## src/rtl/eth_block_lock_if.sv

```systemverilog
// Gearbox-side bundle for the 64b/66b block-lock controller: header beats in,
// slip request and lock status out.
interface eth_block_lock_if;
    logic        i_data_valid;
    logic        i_headervalid;
    logic [1:0]  i_header;
    logic        o_slip;
    logic        o_block_lock;
    logic [15:0] o_slip_count;
    logic        o_hi_ber;

    // Driver side (gearbox / testbench).
    modport master (
        output i_data_valid, i_headervalid, i_header,
        input  o_slip, o_block_lock, o_slip_count, o_hi_ber
    );

    // Block-lock controller side.
    modport slave (
        input  i_data_valid, i_headervalid, i_header,
        output o_slip, o_block_lock, o_slip_count, o_hi_ber
    );
endinterface

```

## src/rtl/eth_block_lock.sv

```systemverilog
// eth_block_lock: 64b/66b receive block-lock controller.
// Searches for LOCK_COUNT consecutive good sync headers. While searching, or
// on INVALID_LIMIT bad headers in a locked window, it requests a one-bit
// gearbox slip and then ignores the link for SLIP_WAIT_CYCLES clocks.
// Optional hi-BER monitor enabled by defining ETH_BLOCK_LOCK_HIBER_EN.
module eth_block_lock #(
    parameter int unsigned LOCK_COUNT       = 64,
    parameter int unsigned INVALID_LIMIT    = 16,
    parameter int unsigned SLIP_WAIT_CYCLES = 32,
    parameter int unsigned HIBER_WINDOW     = 1024
) (
    input  logic             i_clk,
    input  logic             i_rst_n,
    eth_block_lock_if.slave  bus
);

    localparam int unsigned SH_W   = $clog2(LOCK_COUNT + 1);
    localparam int unsigned INV_W  = $clog2(INVALID_LIMIT + 1);
    localparam int unsigned WAIT_W = $clog2(SLIP_WAIT_CYCLES + 1);
    localparam int unsigned HB_W   = $clog2(HIBER_WINDOW + 1);

    typedef enum logic [1:0] {
        SEARCH    = 2'd0,
        LOCKED    = 2'd1,
        SLIP_WAIT = 2'd2
    } state_t;

    state_t              state_q, state_d;
    logic [SH_W-1:0]     sh_cnt_q, sh_cnt_d;
    logic [INV_W-1:0]    inv_cnt_q, inv_cnt_d;
    logic [WAIT_W-1:0]   wait_cnt_q, wait_cnt_d;
    logic                lock_q, lock_d;
    logic                slip_q, slip_d;
    logic [15:0]         slip_cnt_q, slip_cnt_d;
    logic                slip_now;

    logic hdr_evt;
    logic hdr_good;

    // Header qualification: a header only counts on a valid beat.
    assign hdr_evt  = bus.i_data_valid & bus.i_headervalid;
    assign hdr_good = bus.i_header[1] ^ bus.i_header[0];

    // State register and all lock-path counters.
    always_ff @(posedge i_clk or negedge i_rst_n) begin
        if (!i_rst_n) begin
            state_q    <= SEARCH;
            sh_cnt_q   <= '0;
            inv_cnt_q  <= '0;
            wait_cnt_q <= '0;
            lock_q     <= 1'b0;
            slip_q     <= 1'b0;
            slip_cnt_q <= '0;
        end else begin
            state_q    <= state_d;
            sh_cnt_q   <= sh_cnt_d;
            inv_cnt_q  <= inv_cnt_d;
            wait_cnt_q <= wait_cnt_d;
            lock_q     <= lock_d;
            slip_q     <= slip_d;
            slip_cnt_q <= slip_cnt_d;
        end
    end

    // Next-state logic: header evaluation, window handling and slip requests.
    always_comb begin
        state_d    = state_q;
        sh_cnt_d   = sh_cnt_q;
        inv_cnt_d  = inv_cnt_q;
        wait_cnt_d = wait_cnt_q;
        lock_d     = lock_q;
        slip_d     = 1'b0;
        slip_cnt_d = slip_cnt_q;
        slip_now   = 1'b0;

        case (state_q)
            SEARCH: begin
                if (hdr_evt) begin
                    if (!hdr_good) begin
                        slip_now = 1'b1;
                    end else if (sh_cnt_q == SH_W'(LOCK_COUNT - 1)) begin
                        state_d   = LOCKED;
                        lock_d    = 1'b1;
                        sh_cnt_d  = '0;
                        inv_cnt_d = '0;
                    end else begin
                        sh_cnt_d = sh_cnt_q + SH_W'(1);
                    end
                end
            end
            LOCKED: begin
                if (hdr_evt) begin
                    // Invalid-limit check wins over a coincident window end.
                    if (!hdr_good && (inv_cnt_q == INV_W'(INVALID_LIMIT - 1))) begin
                        lock_d   = 1'b0;
                        slip_now = 1'b1;
                    end else if (sh_cnt_q == SH_W'(LOCK_COUNT - 1)) begin
                        sh_cnt_d  = '0;
                        inv_cnt_d = '0;
                    end else begin
                        sh_cnt_d  = sh_cnt_q + SH_W'(1);
                        inv_cnt_d = inv_cnt_q + INV_W'(!hdr_good);
                    end
                end
            end
            SLIP_WAIT: begin
                // Counts every clock; headers are discarded while waiting.
                if (wait_cnt_q == '0) begin
                    state_d = SEARCH;
                end else begin
                    wait_cnt_d = wait_cnt_q - WAIT_W'(1);
                end
            end
            default: begin
                state_d = SEARCH;
            end
        endcase

        if (slip_now) begin
            state_d    = SLIP_WAIT;
            slip_d     = 1'b1;
            sh_cnt_d   = '0;
            inv_cnt_d  = '0;
            wait_cnt_d = WAIT_W'(SLIP_WAIT_CYCLES - 1);
            if (slip_cnt_q != 16'hFFFF) begin
                slip_cnt_d = slip_cnt_q + 16'd1;
            end
        end
    end

    assign bus.o_slip       = slip_q;
    assign bus.o_block_lock = lock_q;
    assign bus.o_slip_count = slip_cnt_q;

`ifdef ETH_BLOCK_LOCK_HIBER_EN
    logic [HB_W-1:0] hb_win_q, hb_win_d;
    logic [4:0]      hb_bad_q, hb_bad_d, hb_bad_inc;
    logic            hi_ber_q, hi_ber_d;

    // Hi-BER monitor registers.
    always_ff @(posedge i_clk or negedge i_rst_n) begin
        if (!i_rst_n) begin
            hb_win_q <= '0;
            hb_bad_q <= '0;
            hi_ber_q <= 1'b0;
        end else begin
            hb_win_q <= hb_win_d;
            hb_bad_q <= hb_bad_d;
            hi_ber_q <= hi_ber_d;
        end
    end

    // Hi-BER window accounting; only active while lock is held.
    always_comb begin
        hb_win_d   = hb_win_q;
        hb_bad_d   = hb_bad_q;
        hi_ber_d   = hi_ber_q;
        hb_bad_inc = hb_bad_q;
        if (!hdr_good && (hb_bad_q != 5'd16)) begin
            hb_bad_inc = hb_bad_q + 5'd1;
        end

        if (!lock_d) begin
            hb_win_d = '0;
            hb_bad_d = '0;
            hi_ber_d = 1'b0;
        end else if (lock_q && hdr_evt) begin
            if (hb_win_q == HB_W'(HIBER_WINDOW - 1)) begin
                hi_ber_d = (hb_bad_inc >= 5'd16);
                hb_win_d = '0;
                hb_bad_d = '0;
            end else begin
                hb_win_d = hb_win_q + HB_W'(1);
                hb_bad_d = hb_bad_inc;
                hi_ber_d = hi_ber_q | (hb_bad_inc == 5'd16);
            end
        end
    end

    assign bus.o_hi_ber = hi_ber_q;
`else
    // Monitor compiled out; window size kept only so the parameter is consumed.
    logic [HB_W-1:0] unused_hiber_window;
    assign unused_hiber_window = HB_W'(HIBER_WINDOW);
    assign bus.o_hi_ber        = 1'b0;
`endif

endmodule

```

## src/flat_wrapper.sv

```systemverilog
// flat-port wrapper written by rule: the top's interface ports become plain ports
module eth_block_lock_flat 
#(
    parameter int unsigned LOCK_COUNT       = 64,
    parameter int unsigned INVALID_LIMIT    = 16,
    parameter int unsigned SLIP_WAIT_CYCLES = 32,
    parameter int unsigned HIBER_WINDOW     = 1024
)
  (i_clk, i_rst_n, bus_i_data_valid, bus_i_headervalid, bus_i_header, bus_o_slip, bus_o_block_lock, bus_o_slip_count, bus_o_hi_ber);
  eth_block_lock_if bus_i ();
  input  logic i_clk;
  input  logic i_rst_n;
  input wire logic [$bits(bus_i.i_data_valid)-1:0] bus_i_data_valid;
  input wire logic [$bits(bus_i.i_headervalid)-1:0] bus_i_headervalid;
  input wire logic [$bits(bus_i.i_header)-1:0] bus_i_header;
  output wire logic [$bits(bus_i.o_slip)-1:0] bus_o_slip;
  output wire logic [$bits(bus_i.o_block_lock)-1:0] bus_o_block_lock;
  output wire logic [$bits(bus_i.o_slip_count)-1:0] bus_o_slip_count;
  output wire logic [$bits(bus_i.o_hi_ber)-1:0] bus_o_hi_ber;
  assign bus_i.i_data_valid = bus_i_data_valid;
  assign bus_i.i_headervalid = bus_i_headervalid;
  assign bus_i.i_header = bus_i_header;
  assign bus_o_slip = bus_i.o_slip;
  assign bus_o_block_lock = bus_i.o_block_lock;
  assign bus_o_slip_count = bus_i.o_slip_count;
  assign bus_o_hi_ber = bus_i.o_hi_ber;
  eth_block_lock #(.LOCK_COUNT(LOCK_COUNT), .INVALID_LIMIT(INVALID_LIMIT), .SLIP_WAIT_CYCLES(SLIP_WAIT_CYCLES), .HIBER_WINDOW(HIBER_WINDOW)) u_core (.i_clk(i_clk), .i_rst_n(i_rst_n), .bus(bus_i));
endmodule
```

## config.mk

```make
export PLATFORM = sky130hd
export DESIGN_NAME = eth_block_lock_flat
export DESIGN_NICKNAME = d
export VERILOG_FILES = /design/src/rtl/eth_block_lock_if.sv /design/src/rtl/eth_block_lock.sv /design/src/flat_wrapper.sv
export SDC_FILE = /design/constraint.sdc
export NUM_CORES = 1
export LEC_CHECK = 0
export ABC_AREA = 1
export BUFFER_PORTS_ARGS = -buffer_cell sky130_fd_sc_hd__buf_2
export CAP_MARGIN = 20
export CORE_UTILIZATION = 55
export CTS_BUF_LIST = sky130_fd_sc_hd__clkbuf_16
export DETAILED_ROUTE_END_ITERATION = 8
export PLACE_DENSITY = 0.86
export SLEW_MARGIN = 0
export SYNTH_ARGS = -nofsm -noshare
export SYNTH_HDL_FRONTEND = slang
export SYNTH_SLANG_ARGS = --single-unit
```

## constraint.sdc

```tcl
create_clock -name i_clk -period 2.2 [get_ports i_clk]
set_input_delay 0.33 -clock i_clk [delete_from_list [all_inputs] [get_ports i_clk]]
set_output_delay 0.33 -clock i_clk [all_outputs]
set_load 0.01 [all_outputs]
```

==> implementation parameters <==
Parameter                              Value

STA
  Worst-margin pin slew ... 831 ps
  Worst max-slew margin expressed relative to the limit ... 44.6%
  RSZ-0062 raised after global routing ... no
  Post-route fraction of the period consumed by the critical path ... 76.3%
  TNS Setup ... 0 ps
  Slew Viols, Final ... 0
  Fmax ... 596 MHz
  Hold Slack ... 146 ps
  Tmin final ... 1680 ps
  Worst clock skew ... 5.34 ps
  Final hold violation count ... 0
  Final setup violation count ... 0

Cells and area
  Leading cell type in the layout, fill and taps excluded ... sky130_fd_sc_hd__nand2_1
  Share of post-route cells with drive strength above 1 ... 17.3%
  Final cell count without fillers ... 409
  P&R area growth vs syn ... 10.9%
  Post-layout util ... 65.4%
  Filler instances ... 345
  Most frequent cells in the layout ... 123 x sky130_fd_sc_hd__nand2_1, 38 x sky130_fd_sc_hd__dfrtp_1, 30 x sky130_fd_sc_hd__inv_1
  Number of antenna repair diodes ... 0
  Post-layout net count ... 371

Floorplanning
  Die Outline Area ... 0.00468 sq mm
  Core area ... 0.00412 sq mm
  Site row count ... 23
  Top-level port count ... 25
  Vert. Die Dim ... 68.4 um
  Initial core utilization ... 58.9%
  Die X ... 68.4 um

Setup path
  Slowest cell on the critical path ... sky130_fd_sc_hd__dfrtp_1
  Worst path buffer plus inverter count ... 1
  Worst path required time ... 2420 ps
  Cell-by-cell listing of the critical path ... ha_1 -> nand3_2 -> nor2_4 -> inv_2 -> nor2_2 -> nand2_2 -> nand3_4 -> nand2_1 -> nand2_1
  Kind of cell with the highest combined delay on the critical path ... simple AND/OR/NAND/NOR gates
  Nature of the critical path endpoint ... flip-flop
  Delay of the slowest cell on the worst path ... 430 ps
  Largest driver fanout on the critical path ... 16
  Critical Setup Path Class ... reg -> reg
  CP startpoint kind ... flip-flop
  CP Data Arrival Time ... 1900 ps
  CP most frequent cell ... sky130_fd_sc_hd__nand2_1

Synthesis
  Synthesized netlist cell count ... 334
  Count of distinct cell types in the synthesized netlist ... 30
  Number of enable flip-flop cells after synthesis ... 0
  Cell types occupying the most area after synthesis ... sky130_fd_sc_hd__dfrtp_1 39%, sky130_fd_sc_hd__nand2_1 19%, sky130_fd_sc_hd__nand3_1 5.8%
  Area share of fa/ha/maj cells after synthesis ... 3.10%
  Share of synthesized registers carrying an async set or reset ... 100%
  Top cell type's share of synthesized area ... 39.2%
  Flop and latch count out of synthesis ... 38
  Synth warnings ... 0
  Synthesized-area fraction occupied by xor and xnor cells ... 4.70%
  Compound-Gate Fraction of Synth Area ... 3.30%
  Average size of a mapped cell ... 7.26 sq um
  Most instantiated flip-flop cell in the synthesis netlist ... sky130_fd_sc_hd__dfrtp_1
  Combinational family with the most area after synthesis ... simple AND/OR/NAND/NOR gates
  Mapped cell area ... 0.00242 sq mm
  Post-Synth Simple-Gate Area ... 41.8%
  Fraction of synthesized area in multiplexers ... 0%
  Synth area leader ... sky130_fd_sc_hd__dfrtp_1
  Net count of the mapped netlist ... 346
  Sequential fraction of the synthesis area ... 39.2%

GRT
  Overall global routing resource usage ... 24.0%
  Total congestion overflow after global routing ... 0
  Initial antenna violation count ... 0
  Largest net degree at the start of global routing ... 39
  Global-route wire length before repair ... 8270 um
  Vias in the first global route ... 1,924

Routing
  Post-route antenna net violation count ... 0
  Number of detailed-route iterations in the first pass ... 4
  Routed length per placed instance ... 12.0 um
  Number of violations reported at the end of detailed-routing iteration 0 ... 133
  Total Routed Length ... 4930 um
  Total number of vias ... 2,171
  Vias per std cell ... 5.31
  Drc violations ... 0

Pwr
  Max VDD drop ... 0.000519 V
  Leakage power ... 1.44 nW
  Sequential group share of total power ... 43.0%
  Switching part of the total power ... 35.7%
  Post-layout power ... 2.28 mW
  Net load switching power ... 815 uW
  Part of the total power dissipated in the clock network ... 28.9%
  PwrDens ... 848 mW/mm^2
  Combinational cell fraction of total power ... 28.1%
  Internal Power ... 1.47 mW

Clock network
  Clock Sinks ... 38
  Number of gates resized after CTS ... 0
  Buffer count from post-CTS setup fixing ... 0
  Number of clock buffers inserted by TritonCTS ... 5
  Clock root buffer master ... sky130_fd_sc_hd__clkbuf_16
  TritonCTS clock tree ... done
  Hold buffer count at cts ... 0
  # H-tree levels ... 2
  Register clock-pin slew on the reported worst setup and hold paths ... 60 ps
  Worst-skew pair later-pin latency ... 280 ps
  Maximum count of clock buffers along a single path ... 2

Place
  PortBufs ... 23
  Gp weighted congestion ... 0.837
  Number of placed instances with taps included ... 402
  Placed wire-length estimate ... 3530 um

Run status
  Status ... finished clean

Job
  Number of max-cap violations ... 0

Worst hold path
  Worst hold-check path type ... in -> async
## final timing paths
kind | slack, ps | startpoint | to | cells after the start
setup reg to reg | 520 | u_core.bus.o_slip_count[0]$_DFFE_PN0P_ | u_core.bus.o_slip_count[12]$_DFFE_PN0P_ | 9
max in group asynchronous | 1520 | i_rst_n | u_core.sh_cnt_q[6]$_DFFE_PN0P_ | 1
hold reg to reg | 520 | u_core.bus.o_block_lock$_DFFE_PN0P_ | u_core.bus.o_block_lock$_DFFE_PN0P_ | 2
hold / removal | 150 | i_rst_n | u_core.bus.o_slip_count[13]$_DFFE_PN0P_ | 1
setup / recovery | 520 | u_core.bus.o_slip_count[0]$_DFFE_PN0P_ | u_core.bus.o_slip_count[12]$_DFFE_PN0P_ | 9
min in group i_clk | 520 | u_core.bus.o_block_lock$_DFFE_PN0P_ | u_core.bus.o_block_lock$_DFFE_PN0P_ | 2
## cell usage after synthesis (2+ instances only)
cell / n
sky130_fd_sc_hd__xor2_1: 6
sky130_fd_sc_hd__o21ai_0: 3
sky130_fd_sc_hd__ha_1: 6
sky130_fd_sc_hd__nand3b_1: 3
sky130_fd_sc_hd__nor2_4: 2
sky130_fd_sc_hd__buf_4: 3
sky130_fd_sc_hd__nand2_1: 123
sky130_fd_sc_hd__nand2_4: 2
sky130_fd_sc_hd__a21oi_1: 9
sky130_fd_sc_hd__nand2_2: 11
sky130_fd_sc_hd__nand3_2: 3
sky130_fd_sc_hd__dfrtp_1: 38
sky130_fd_sc_hd__inv_2: 8
sky130_fd_sc_hd__nor2_1: 29
sky130_fd_sc_hd__nor2_2: 4
sky130_fd_sc_hd__nand3_1: 28
sky130_fd_sc_hd__inv_1: 28
sky130_fd_sc_hd__xnor2_1: 7
sky130_fd_sc_hd__nand4_1: 10
## state kept, by name, indices dropped and copies added (netlist names)
name / cells
u_core.wait_cnt_q: 6
u_core.sh_cnt_q: 7
u_core.bus.o_slip: 1
u_core.bus.o_slip_count: 16
u_core.bus.o_block_lock: 1
u_core.state_q: 2
u_core.inv_cnt_q: 5
## power by group through the flow
stage                     registers (mW)  logic [mW]  clock network [mW]
after floorplan                    0.968       0.502                   0
after global placement             0.980       0.618                   0
after detailed placement           0.986       0.640                   0
after CTS                          0.977       0.643               0.673
after global routing                1.00       0.741               0.700
final                              0.980       0.642               0.659
## metrics by stage
stage          worst slack [ps]  instance area (sq um)
2_1_floorplan               593                   2420
3_3_place_gp                532                   2560
3_5_place_dp                485                   2560
4_1_cts                     529                   2690
5_1_grt                     386                   2690
6_report                    521                   2690
## kinds of logic after synthesis
logic type	count (synthesis)
AOI/OAI and AO/OA	15
other	1
DFF	38
buffers and inverters	42
adders and majority gates	6
and+or+nand+nor	219
xor gates and xnor gates	13
## metal layers
metal	global-route usage, %	wire [um]	part of all wire [%]
met1	29.7	2360	48
met2	38.8	2250	46
met3	6.00	219	4.4
met4	11.2	95	1.9
met5	0	0	0
## worst register-to-register path, cell delays in order (launching register included)
cell and delay, ps:
sky130_fd_sc_hd__dfrtp_1 430, sky130_fd_sc_hd__ha_1 270, sky130_fd_sc_hd__nand3_2 140, sky130_fd_sc_hd__nor2_4 180, sky130_fd_sc_hd__inv_2 60, sky130_fd_sc_hd__nor2_2 120, sky130_fd_sc_hd__nand2_2 80, sky130_fd_sc_hd__nand3_4 160
sky130_fd_sc_hd__nand2_1 90, sky130_fd_sc_hd__nand2_1 70
## area by class of cell
cell class | instances | area, sq um | area share [%]
Multi-Input combinational cell | 254 | 1290 | 47.8
Sequential cell | 38 | 951 | 35.3
Inverter | 36 | 135 | 5.02
Clock buffer | 5 | 125 | 4.65
Timing Repair Buffer | 24 | 123 | 4.56
Tap cell | 50 | 62.6 | 2.33
Clock inverter | 2 | 7.51 | 0.279
No activity file was read; power rests on OpenSTA's default activity.
